===== src/rtl/mux_pkg.sv =====
// Shared constants for the full-parallel data multiplexer family.
// Also holds a helper that checks whether a select width is supported.
package mux_pkg;

    localparam int MUX_SEL2         = 2;
    localparam int MUX_SEL3         = 3;
    localparam int MUX_SEL4         = 4;
    localparam int MUX_DEFAULT_SIZE = 8;
    localparam int MUX_MAX_INPUTS   = 16;

    function automatic bit mux_sel_width_ok(input int width);
        return (width >= MUX_SEL2) && (width <= MUX_SEL4);
    endfunction

endpackage : mux_pkg


===== src/rtl/mux_full_parallel_core.sv =====
// Combinational N:1 selector with no priority encoding.
// A select holding X or Z yields zero on the output.
module mux_full_parallel_core
    import mux_pkg::*;
#(
    parameter int SIZE      = MUX_DEFAULT_SIZE,
    parameter int SEL_WIDTH = MUX_SEL4
) (
    input  logic [SEL_WIDTH-1:0] sel_i,
    input  logic [SIZE-1:0]      data_i [MUX_MAX_INPUTS],
    output logic [SIZE-1:0]      data_o
);

    logic [3:0] sel_ext;

    // Widen the select so that one case table serves every legal width.
    // Inputs that are never reachable at narrow widths are tied to zero by the parent.
    assign sel_ext = 4'(sel_i);

    always_comb begin
        data_o = '0;
        case (sel_ext)
            4'd0:    data_o = data_i[0];
            4'd1:    data_o = data_i[1];
            4'd2:    data_o = data_i[2];
            4'd3:    data_o = data_i[3];
            4'd4:    data_o = data_i[4];
            4'd5:    data_o = data_i[5];
            4'd6:    data_o = data_i[6];
            4'd7:    data_o = data_i[7];
            4'd8:    data_o = data_i[8];
            4'd9:    data_o = data_i[9];
            4'd10:   data_o = data_i[10];
            4'd11:   data_o = data_i[11];
            4'd12:   data_o = data_i[12];
            4'd13:   data_o = data_i[13];
            4'd14:   data_o = data_i[14];
            4'd15:   data_o = data_i[15];
            default: data_o = '0;
        endcase
    end

endmodule : mux_full_parallel_core


===== src/rtl/mux_full_parallel.sv =====
// Full-parallel N:1 multiplexer with a combinational output and a registered copy.
// This file also contains the fixed 2/3/4-bit select wrappers used by the MMU read path.
module mux_full_parallel
    import mux_pkg::*;
#(
    parameter int SIZE      = MUX_DEFAULT_SIZE,
    parameter int SEL_WIDTH = MUX_SEL4
) (
    input  logic                 iClock,
    input  logic                 iReset,
    input  logic [SEL_WIDTH-1:0] Sel,
    input  logic [SIZE-1:0]      I0,
    input  logic [SIZE-1:0]      I1,
    input  logic [SIZE-1:0]      I2,
    input  logic [SIZE-1:0]      I3,
    input  logic [SIZE-1:0]      I4,
    input  logic [SIZE-1:0]      I5,
    input  logic [SIZE-1:0]      I6,
    input  logic [SIZE-1:0]      I7,
    input  logic [SIZE-1:0]      I8,
    input  logic [SIZE-1:0]      I9,
    input  logic [SIZE-1:0]      I10,
    input  logic [SIZE-1:0]      I11,
    input  logic [SIZE-1:0]      I12,
    input  logic [SIZE-1:0]      I13,
    input  logic [SIZE-1:0]      I14,
    input  logic [SIZE-1:0]      I15,
    output logic [SIZE-1:0]      O,
    output logic [SIZE-1:0]      oQ
);

    if (!mux_sel_width_ok(SEL_WIDTH)) begin : g_bad_sel_width
        $fatal(1, "mux_full_parallel: SEL_WIDTH %0d is outside 2..4", SEL_WIDTH);
    end

    logic [SIZE-1:0] data_in [MUX_MAX_INPUTS];
    logic [SIZE-1:0] oq_d;
    logic [SIZE-1:0] oq_q;

    assign data_in = '{I0, I1, I2, I3, I4, I5, I6, I7,
                       I8, I9, I10, I11, I12, I13, I14, I15};

    mux_full_parallel_core #(
        .SIZE      (SIZE),
        .SEL_WIDTH (SEL_WIDTH)
    ) u_core (
        .sel_i  (Sel),
        .data_i (data_in),
        .data_o (O)
    );

    assign oq_d = O;

    always_ff @(posedge iClock or posedge iReset) begin
        if (iReset) begin
            oq_q <= '0;
        end else begin
            oq_q <= oq_d;
        end
    end

    assign oQ = oq_q;

endmodule : mux_full_parallel


// 4-bit select variant: all sixteen inputs active.
module mux_full_parallel_sel4
    import mux_pkg::*;
#(
    parameter int SIZE = MUX_DEFAULT_SIZE
) (
    input  logic            iClock,
    input  logic            iReset,
    input  logic [3:0]      Sel,
    input  logic [SIZE-1:0] I0,
    input  logic [SIZE-1:0] I1,
    input  logic [SIZE-1:0] I2,
    input  logic [SIZE-1:0] I3,
    input  logic [SIZE-1:0] I4,
    input  logic [SIZE-1:0] I5,
    input  logic [SIZE-1:0] I6,
    input  logic [SIZE-1:0] I7,
    input  logic [SIZE-1:0] I8,
    input  logic [SIZE-1:0] I9,
    input  logic [SIZE-1:0] I10,
    input  logic [SIZE-1:0] I11,
    input  logic [SIZE-1:0] I12,
    input  logic [SIZE-1:0] I13,
    input  logic [SIZE-1:0] I14,
    input  logic [SIZE-1:0] I15,
    output logic [SIZE-1:0] O,
    output logic [SIZE-1:0] oQ
);

    mux_full_parallel #(
        .SIZE      (SIZE),
        .SEL_WIDTH (MUX_SEL4)
    ) u_mux (
        .iClock (iClock), .iReset (iReset), .Sel (Sel),
        .I0 (I0), .I1 (I1), .I2 (I2), .I3 (I3),
        .I4 (I4), .I5 (I5), .I6 (I6), .I7 (I7),
        .I8 (I8), .I9 (I9), .I10 (I10), .I11 (I11),
        .I12 (I12), .I13 (I13), .I14 (I14), .I15 (I15),
        .O (O), .oQ (oQ)
    );

endmodule : mux_full_parallel_sel4


===== config.mk =====
export PLATFORM = sky130hd
export DESIGN_NAME = mux_full_parallel_sel4
export DESIGN_NICKNAME = d
export VERILOG_FILES = /design/src/rtl/mux_pkg.sv /design/src/rtl/mux_full_parallel_core.sv /design/src/rtl/mux_full_parallel.sv
export SDC_FILE = /design/constraint.sdc
export NUM_CORES = 1
export LEC_CHECK = 0
export ABC_AREA = 1
export CORE_MARGIN = 4
export CORE_UTILIZATION = 32
export DETAILED_ROUTE_END_ITERATION = 12
export PLACE_DENSITY = 0.88
export SLEW_MARGIN = 20
export SYNTH_ARGS = -nofsm -noshare
export SYNTH_HDL_FRONTEND = slang
export SYNTH_SLANG_ARGS = --single-unit

===== constraint.sdc =====
create_clock -name iClock -period 3.7 [get_ports iClock]
set_input_delay 0.74 -clock iClock [delete_from_list [all_inputs] [get_ports iClock]]
set_output_delay 0.74 -clock iClock [all_outputs]
set_load 0.01 [all_outputs]

==> impl_metrics.py, run 1 <==
metrics = {
    "place": {
        "dp_wirelength_um": 5880,
        "port_buffers": 149,
        "detailed_place.area_um2": 3090,
        "globalplace.congestion": 0.874,
        "detailedPlace.worstSlack_ns": 0.0999,
    },
    "timing": {
        "setup_viol": 0,
        "crit_share_post_route": 0.952,
        "worst_slew_pin_slew_ns": 0.520,
        "slew-limit-headroom": 0.652,
        "final.setup.tns_ns": 0,
        "grt_setup_unrepaired": "false",
        "final.setup.worst_slack_ns": 0.178,
        "drv_slew": 0,
        "fmaxAchievable_ghz": 0.284,
        "min_period_ns": 3.52,
        "timing_hold_violations_final": 0,
    },
    "clock_network": {
        "inserted_clock_buffers": 3,
        "tritoncts": "built",
        "h_tree_depth_reported_by_cts": 1,
        "clk_pin_slew_worst_paths_ns": 0.04,
        "clk_path_buf_depth": 2,
        "count_of_hold_fix_buffers_inserted_at_cts": 0,
        "root_buffer": "clkbuf_8",
        "cts_sinks": 8,
    },
    "grt": {
        "grtUsageTotal": 0.229,
        "largest_net_degree_at_the_start_of_global_routing": 25,
        "vias_in_the_first_global_route": 2324,
        "global_route.overflow_total": 0,
        "antenna_found_initial": 0,
        "grt_first_pass_wirelength_um": 10200,
    },
    "logic_synthesis": {
        "post_synthesis_cell_area_um2": 1460,
        "synth.yosys.seq_area_share": 0.137,
        "async_flop_share": 1.00,
        "synth-edff-count": 0,
        "library_cell_occupying_the_most_area_in_the_post_synthesis_netlist": "nand3_1",
        "synth.most_common_cell": "nand2_1",
        "synth_cells": 301,
        "synth.lib_cells_used.distinct": 9,
        "synth_seq_cells": 8,
        "yosysWarnings": 0,
        "synth.avg_cell_area_um2": 4.85,
        "yosys.area.top_type_share": 0.356,
        "synth-main-ff-cell": "dfrtp_1",
        "synth_top_cells_by_count": "108 x nand2_1, 104 x nand3_1, 32 x inv_1",
        "postSynthNetCount": 435,
        "synth.area.top_cells": "nand3_1 36%, nand2_1 28%, dfrtp_1 14%",
    },
    "floorplanning": {
        "placementRows": 24,
        "dieWidth_um": 75.6,
        "boundary_pins": 150,
        "fp.dieArea_um2": 5710,
        "initial_core_util": 0.333,
        "core_region_area_um2": 4380,
        "floorplan.die.height_um": 75.6,
    },
    "route": {
        "postRouteWirelength_um": 6810,
        "drc": 0,
        "number_of_vias_per_cell": 4.85,
        "tritonroute_pass_1_iters": 4,
        "routed_wire_length_per_instance_um": 13.4,
        "drtAntennaViolNets": 0,
        "drt_iter0_drc": 94,
        "dr_total_vias": 2460,
    },
    "critical_path": {
        "setup.worst_path.end_class": "output pin",
        "start_kind": "input pin",
        "crit_required_ns": 2.96,
        "cp_common_cell": "clkdlybuf4s50_1",
        "worstPathArrival_ns": 2.78,
        "crit_path_max_fanout": 8,
        "setup.worst_path.class": "input pin to output pin",
        "crit_path_cell_trace": "clkdlybuf4s50_1 > nor2_2 > inv_1 > nor3_2 > nand2_1 > nand3_1 > clkdlybuf4s50_1",
        "critical_path_s_slowest_cell": "clkdlybuf4s50_1",
        "timing.critical_path.slowest_cell_delay_ns": 0.55,
    },
    "final_layout": {
        "finalNetCount": 591,
        "finalInstanceArea_um2": 3160,
        "flow.area_growth_from_synthesis_pct": 116,
        "layout-drive-gt1-share": 0.0615,
        "insertedDiodeCount": 0,
        "final_core_utilization": 0.721,
        "largest_register_ffs": 8,
    },
    "power": {
        "peakVddDrop_mv": 0.0908,
        "leakagePower_nw": 1.52,
        "powerDensity_nw_per_um2": 170,
    },
    "flow_run": {
        "drv.max_cap_violation_count": 0,
    },
    "run_status": {
        "run_status": "completed",
    },
    "min_path": {
        "hold_path_class": "input pin to asynchronous set/reset pin",
    },
}
-- placed cells by master, fill, tap and decap left out, drive strengths merged --
cell           count
clkdlybuf4s50    148
nand2            108
nand3            104
nor2              34
inv               31
buf               16
dfrtp              8
clkbuf             3
clkinvlp           1
nor3               1
dlymetal6s2s       1
-- worst paths after layout --
| kind | startpoint | to | slack [ns] | cells after the start |
|---|---|---|---|---|
| worst min-delay path | iReset | u_mux.oQ[1]$_DFF_PP0_ | 0.76 | 2 |
| worst max-delay path | Sel[1] | O[2] | 0.18 | 7 |
| min in group iClock | I0[7] | u_mux.oQ[7]$_DFF_PP0_ | 1.12 | 3 |
| max in group asynchronous | iReset | u_mux.oQ[6]$_DFF_PP0_ | 2.71 | 2 |
-- logic make-up (layout without fill, tap and decap cells) --
group                  Yosys count  count (layout)  synth area share
and+or+nand+nor                247             247             0.734
buffers and inverters           46             200             0.129
DFF                              8               8             0.137
-- power breakdown --
| part | switching [mW] | internal, mW | leakage, nW |
|---|---|---|---|
| Sequential | 0.00316 | 0.102 | 0.0974 |
| Clock | 0.0320 | 0.0703 | 0.0216 |
| Combinational | 0.122 | 0.208 | 1.40 |
| Total | 0.158 | 0.379 | 1.52 |
-- what timing repair did --
action / in CTS / in global routing
gates resized for setup: 0 / 3
hold endpoints to repair: 0 / 0
buffers inserted: 0 / 1
setup endpoints to repair: 0 / 8
-- stage by stage --
step	instances	power, mW	hold slack [ns]
global placement	503	0.429	0.998
finish	507	0.537	0.765
CTS	506	0.535	0.773
floorplan	301	0.201	0.556
detailed placement	503	0.432	1.00
global route	507	0.570	0.822
-- metal layers --
layer / GRT usage / share of wire
met1: 0.273 / 0.38
met2: 0.415 / 0.48
met3: 0.0541 / 0.13
met4: 0.0466 / 0.012
met5: 0 / 0
-- cell type report --
class	instances	area [µm²]
clock buffers	3	41.3
flip-flops and latches	8	200
inverters	32	124
fillers	394	1220
well taps	52	65.1
multi-input cells	247	1080
repair buffers	165	1650
-- critical path, delay by kind of cell --
family                 cells  cell delay (ns)
buffers and inverters      3             1.15
AND/OR/NAND/NOR            4             0.89
No activity file was read; power rests on OpenSTA's default activity.
==> run 2, diff against run 1 <==
Settings changed: CORE_MARGIN 4 to 2, MAX_ROUTING_LAYER set to met4.
==> impl_metrics.py, run 2 (same netlist as run 1, synthesis figures left out) <==
metrics = {
    "flow_run": {
        "drv.max_cap_violation_count": 0,
    },
    "floorplanning": {
        "boundary_pins": 150,
        "fp.dieArea_um2": 5120,
        "floorplan.die.height_um": 71.6,
        "core_region_area_um2": 4380,
        "placementRows": 24,
        "initial_core_util": 0.333,
        "dieWidth_um": 71.6,
    },
    "clock_network": {
        "cts-resized-gates": 0,
        "cts_sinks": 8,
        "inserted_clock_buffers": 3,
        "setup_bufs_post_cts": 0,
        "clk_path_buf_depth": 2,
        "root_buffer": "clkbuf_8",
        "count_of_hold_fix_buffers_inserted_at_cts": 0,
        "clk_pin_slew_worst_paths_ns": 0.04,
        "h_tree_depth_reported_by_cts": 1,
        "tritoncts": "built",
    },
    "grt": {
        "vias_in_the_first_global_route": 2412,
        "grt_first_pass_wirelength_um": 10900,
        "global_route.overflow_total": 0,
        "grtUsageTotal": 0.271,
        "antenna_found_initial": 0,
        "largest_net_degree_at_the_start_of_global_routing": 29,
    },
    "critical_path": {
        "setup.worst_path.end_class": "output pin",
        "setup.worst_path.class": "input pin to output pin",
        "worstPathArrival_ns": 2.81,
        "start_kind": "input pin",
        "crit_path_max_fanout": 12,
        "crit_required_ns": 2.96,
    },
    "place": {
        "dp_wirelength_um": 5820,
        "dp.cells": 504,
        "port_buffers": 149,
        "detailed_place.area_um2": 3110,
        "globalplace.congestion": 0.948,
    },
    "final_layout": {
        "layout-drive-gt1-share": 0.0571,
        "insertedDiodeCount": 0,
        "final-seq-area_um2": 200,
        "finalInstanceArea_um2": 3150,
        "finalNetCount": 591,
        "mostFrequentLayoutCell": "clkdlybuf4s50_1",
        "largest_register_ffs": 8,
        "mostFrequentLayoutCells": "149 x clkdlybuf4s50_1, 108 x nand2_1, 104 x nand3_1",
        "final-instance-count-excl-fill": 507,
        "multiInputGateArea_um2": 1080,
        "flow.area_growth_from_synthesis_pct": 116,
        "fillers": 391,
    },
    "timing": {
        "worst_slew_pin_slew_ns": 0.491,
        "setup_viol": 0,
        "timing_hold_violations_final": 0,
        "fmaxAchievable_ghz": 0.282,
        "drv_slew": 0,
        "crit_share_post_route": 0.959,
        "final.setup.tns_ns": 0,
        "grt_setup_unrepaired": "false",
        "slew-limit-headroom": 0.671,
        "min_period_ns": 3.55,
        "fin_hold_ws_ns": 0.759,
    },
    "route": {
        "drc": 0,
        "postRouteWirelength_um": 6830,
        "routed_wire_length_per_instance_um": 13.5,
        "drt_iter0_drc": 128,
        "number_of_vias_per_cell": 4.92,
        "tritonroute_pass_1_iters": 5,
        "dr_total_vias": 2495,
        "drtAntennaViolNets": 0,
    },
    "power": {
        "power_report.internal_total_mw": 0.380,
        "power.switching_fraction": 0.300,
        "seqPwrFrac": 0.193,
        "peakVddDrop_mv": 0.132,
        "powerDensity_nw_per_um2": 172,
        "leakagePower_nw": 1.52,
        "share_clk_of_total_power": 0.194,
        "total_switching_power_mw": 0.163,
        "share_comb_of_total_power": 0.613,
    },
    "min_path": {
        "hold_path_class": "input pin to asynchronous set/reset pin",
    },
    "run_status": {
        "run_status": "completed",
    },
}
[run 2: through the flow]
| stage | power [mW] | utilization | worst slack (ns) |
|---|---|---|---|
| floorplan | 0.201 | - | 1.31 |
| global placement | 0.434 | 0.710 | 0.227 |
| detailed placement | 0.438 | 0.710 | 0.187 |
| CTS | 0.544 | 0.719 | 0.179 |
| global route | 0.574 | 0.719 | 0.0176 |
| finish | 0.542 | 0.719 | 0.153 |
[run 2: power groups by stage]
stage / clock network, mW / registers (mW) / logic (mW)
finish: 0.105 / 0.105 / 0.332
floorplan: 0 / 0.114 / 0.0868
global route: 0.110 / 0.106 / 0.358
CTS: 0.106 / 0.105 / 0.333
detailed placement: 0 / 0.106 / 0.332
global placement: 0 / 0.106 / 0.328
[run 2: area by class of cell]
cell class,instances,share of cell area
repair buffers,165,0.523
well taps,52,0.0206
multi-input cells,247,0.342
clock buffers,3,0.0131
inverters,32,0.0381
flip-flops and latches,8,0.0635
[run 2: routing by layer]
metal / GRT usage / vias to the layer above / part of all wire
met4: 0.0524 / 0 / 0.014
met1: 0.344 / 1074 / 0.41
met5: - / - / 0
met3: 0.0281 / 10 / 0.088
met2: 0.469 / 140 / 0.48
li1: - / 1271 / -
[run 2: worst max path at each step]
stage / from / to / cells past startpoint
2_1_floorplan: Sel[0] / O[5] / 8
3_3_place_gp: Sel[0] / O[3] / 7
3_5_place_dp: Sel[3] / O[0] / 10
4_1_cts: Sel[1] / O[0] / 11
5_1_grt: Sel[1] / O[0] / 11
6_report: Sel[1] / O[0] / 11
[run 2: critical path, cell delays in order]
cell and delay (ns):
clkdlybuf4s50_1 0.57, nand2_1 0.14, inv_1 0.23, buf_12 0.17, nand3_1 0.08, nand2_1 0.08, nor2_1 0.05, nand2_1 0.06
inv_1 0.04, nand3_1 0.10, clkdlybuf4s50_1 0.55
==> RTL edit 1 (config.mk and constraints of run 1) <==
Change the package constant `MUX_DEFAULT_SIZE` from 8 to 16.
--- a/src/rtl/mux_pkg.sv
+++ b/src/rtl/mux_pkg.sv
@@ -5,7 +5,7 @@
     localparam int MUX_SEL2         = 2;
     localparam int MUX_SEL3         = 3;
     localparam int MUX_SEL4         = 4;
-    localparam int MUX_DEFAULT_SIZE = 8;
+    localparam int MUX_DEFAULT_SIZE = 16;
     localparam int MUX_MAX_INPUTS   = 16;
 
     function automatic bit mux_sel_width_ok(input int width);
Interface: changed (18 resized); port bits go from 150 to 294. No check against the original RTL was run, so the function may have changed too.
==> RTL edit 1 against run 1 <==
Worst setup slack better by 0.21 ns; final area is 95% higher; synthesized area is 97% higher; sequential cell count is 8 higher; final cell count is 94% higher; wire length grew to 2.6 times the old value; via count is 110% higher; power is 95% higher; worst hold slack better by 0.14 ns; count of clock-buffer cells in the layout is 1 higher; synthesized cell count is 96% higher; critical path type unchanged; highest routed layer unchanged.
==> RTL edit 1: results <==
set metrics [dict create \
    status "complete, no violations" \
    placedInstanceArea_mm2 0.006081 \
    fin_nets 1140 \
    finalNonFillerCells 986 \
    yosys-top-cells-area "nand3_1, nand2_1, dfrtp_1" \
    seqPwrFrac_pct 20.0 \
    globalplace.congestion 1.000 \
    antenna_found_initial 1 \
    fin_hold_ws_ns 0.9033 \
    dpl_worst_slack_ns 0.007277 \
    max_slew.worst_pin.slew_ns 0.7287 \
    drtPass1Iterations 6 \
    largest_register_ffs 16 \
    hpwl_um 14440 \
    p_sw_uw 344.8 \
    dp.cells 980 \
    grt_pass1_vias 4916 \
    leakagePower_uw 0.002960 \
    synth_common_cells "nand2_1, nand3_1, inv_1, nor2_1, buf_2" \
    grt_pass1_wl_um 25060 \
    drtIter0Drc 340 \
    grt_use_total_pct 30.65 \
    period_share_pct 89.41 \
    syn_nets 852 \
    fill_cells 761 \
    clkSlewWorstSetupHoldPaths_ns 0.08 \
    drive_gt1_share_pct 5.359 \
    clock_net_power_uw 162 \
    post_drt_wl_per_cell_um 17.67 \
    ys_types 15 \
    worst_path_largest_cell_delay_ns 0.58 \
]
==> RTL edit 1: cell types whose count changed after synthesis <==
| cell | change |
|---|---|
| nand2_2 | +1 |
| inv_1 | +19 |
| clkbuf_1 | +15 |
| nor2_1 | +20 |
| clkinv_1 | +3 |
| nand2_1 | +103 |
| nor2_4 | +1 |
| nor2_2 | +3 |
| buf_4 | +3 |
| dfrtp_1 | +8 |
| buf_1 | +1 |
| buf_2 | +6 |
| inv_2 | +2 |
| nand3_1 | +104 |
==> RTL edit 1: path summary, 6_finish.rpt <==
check / startpoint / end / depth (start not counted)
min in group iClock: I0[7] / u_mux.oQ[7]$_DFF_PP0_ / 3
worst min-delay path: iReset / u_mux.oQ[0]$_DFF_PP0_ / 2
worst max-delay path: Sel[2] / O[6] / 10
max in group asynchronous: iReset / u_mux.oQ[8]$_DFF_PP0_ / 2
==> RTL edit 1: routing by layer <==
metal,vias to the layer above,GRT usage [%],part of all wire [%]
li1,2463,-,-
met5,-,0,0
met4,0,15.94,4.9
met3,52,6.022,11
met2,322,52.49,48
met1,2227,36.09,36
==> RTL edit 1: repair_timing <==
| action | 4_1_cts | 5_1_grt |
|---|---|---|
| hold endpoints to repair | 0 | 0 |
| gates resized for setup | 0 | 5 |
| buffers inserted | 0 | 0 |
| endpoints found under the setup margin | 0 | 16 |
==> RTL edit 1: area by class of cell <==
cell class,count,area [um2],area share [%]
timing repair buffer,322,3257,52.72
sequential,16,400.4,6.482
antenna,1,2.502,0.04051
inverter,56,210.2,3.403
clock buffer,4,55.05,0.8912
tap,108,135.1,2.188
multi-input combinational,479,2117,34.27
==> RTL edit 1: cells by family (layout without fill, tap and decap cells) <==
kind of cell	count (synthesis)	after routing	share of synthesized area (%)
other cells	0	1	0
flops	16	16	13.89
buf+inv	95	382	13.59
simple gates	479	479	72.51
==> RTL edit 2 (settings of run 1) <==
Without the edit above. Register the output `O`; this adds one clock of latency there. The other outputs are not delayed to match.
--- a/src/rtl/mux_full_parallel.sv
+++ b/src/rtl/mux_full_parallel.sv
@@ -93,6 +93,8 @@
     output logic [SIZE-1:0] oQ
 );
 
+    logic [SIZE-1:0] O_d;
+
     mux_full_parallel #(
         .SIZE      (SIZE),
         .SEL_WIDTH (MUX_SEL4)
@@ -102,8 +104,12 @@
         .I4 (I4), .I5 (I5), .I6 (I6), .I7 (I7),
         .I8 (I8), .I9 (I9), .I10 (I10), .I11 (I11),
         .I12 (I12), .I13 (I13), .I14 (I14), .I15 (I15),
-        .O (O), .oQ (oQ)
+        .O (O_d), .oQ (oQ)
     );
+
+    always_ff @(posedge iClock) begin
+        O <= O_d;
+    end
 
 endmodule : mux_full_parallel_sel4
 
Behaviour: not the same (a bounded check fails within 4 cycles, from zero or initial values and one cycle with iReset high).
==> RTL edit 2 against run 1 <==
First-iteration DRC count increased by 29%; sequential cell count grew 8; power increased by 21%; largest cell class unchanged; worst setup slack better by 1.1 ns; final area rose by 1.7%; wire length increased by 6.6%; maximum frequency is 45% higher; core utilization fell by 5.4 points; synthesized area up 11%; critical path depth is 2 higher; worst hold slack got worse by 0.018 ns; via count up 0.49%.
==> RTL edit 2: results <==
set metrics [dict create \
    ys.flop_type "dfxtp_1" \
    grt_use_total_pct 22.47 \
    leakagePower_uw 0.001519 \
    fin_nets 588 \
    m1WireLength_um 2892 \
    cts_root_buf "clkbuf_8" \
    drive_gt1_share_pct 3.319 \
    synth_common_cells "nand2_1, nand3_1, inv_1" \
    clkSlewWorstSetupHoldPaths_ns 0.06 \
    worst-endpoint-arrival_ns 2.61 \
    yosys-top-cells-area "nand3_1, nand2_1, dfrtp_1" \
    grt_pass1_vias 2384 \
    antennaDiodeCount 0 \
    hpwl_um 6042 \
    grt_max_degree 33 \
    h-tree-depth 1 \
    hold_class "input pin to asynchronous set/reset pin" \
    globalplace.congestion 0.8924 \
    wl_um 7259 \
    clockBufferDepth 2 \
    postCtsResizedCells 0 \
    dpl_worst_slack_ns 1.014 \
    yosys_warnings 0 \
    syn_nets 443 \
    port_buffers 149 \
    antenna_found_initial 0 \
    route.met2.wl_um 3532 \
    status "complete, no violations" \
    ir_drop_mv 0.1017 \
    cp_max_fo 24 \
    async_flop_share_pct 50.00 \
    drtIter0Drc 121 \
    drtPass1Iterations 4 \
    cts_setup_buffers 0 \
    ys_seq_area_share_pct 22.24 \
    dr_wl_met3_um 782 \
    max_slew.worst_pin.slew_ns 0.9194 \
    syn-instance-count 309 \
    cts_inserted_buffers 3 \
    fill_cells 455 \
    routed.top_layer "met4" \
    grt_pass1_wl_um 11100 \
    ys_types 10 \
    via_per_inst 4.763 \
    finalNonFillerCells 519 \
    fin_hold_ws_ns 0.7468 \
    placedInstanceArea_mm2 0.003172 \
]
## RTL edit 2: cell count changes in the layout (fill, tap and decap cells not counted), moves of 2 or more
cell | before | now
dfxtp_1 | 0 | 8
buf_12 | 3 | 0
buf_4 | 13 | 5
inv_1 | 30 | 32
## RTL edit 2: area by class of cell
cell class	instances	area, um2	share of cell area (%)
sequential	16	360.3	11.21
inverter	32	120.1	3.738
multi-input combinational	247	1079	33.57
timing repair buffer	154	1529	47.59
tap	67	83.83	2.609
clock buffer	3	41.29	1.285
## RTL edit 2: power by group
part           internal [uW]  switching [uW]  leakage (uW)
registers                202            7.29      0.000165
clock network           72.1            52.5     0.0000216
logic                    197             121       0.00133
total                    471             181       0.00152
## RTL edit 2: worst max path at each step
stage	start	endpoint	slack, ns	cells past startpoint
floorplan	Sel[0]	u_mux.oQ[5]$_DFF_PP0_	2.03	8
global placement	Sel[1]	u_mux.oQ[0]$_DFF_PP0_	1.11	9
detailed placement	Sel[1]	u_mux.oQ[1]$_DFF_PP0_	1.01	9
CTS	Sel[1]	u_mux.oQ[1]$_DFF_PP0_	1.27	9
global route	Sel[1]	u_mux.oQ[6]$_DFF_PP0_	1.01	9
finish	Sel[1]	u_mux.oQ[1]$_DFF_PP0_	1.27	9
## RTL edit 2: metal layers
metal  GRT usage [%]  up-vias
met1           26.17     1070
met4           5.155        0
met5               0        -
met2           40.57      124
met3           6.236        5
li1                -     1273
## RTL edit 2: kinds of logic after synthesis
logic type,share of synthesized area [%]
buffers and inverters,11.66
flip-flops,22.24
AND/OR/NAND/NOR,66.10
## RTL edit 2: critical path, stage by stage
cell	delay (ns)
clkdlybuf4s50_1	0.57
inv_1	0.08
nor2_2	0.70
nand3_1	0.17
nand2_1	0.12
nor2_1	0.04
nand2_1	0.05
inv_1	0.05
nand3_1	0.07
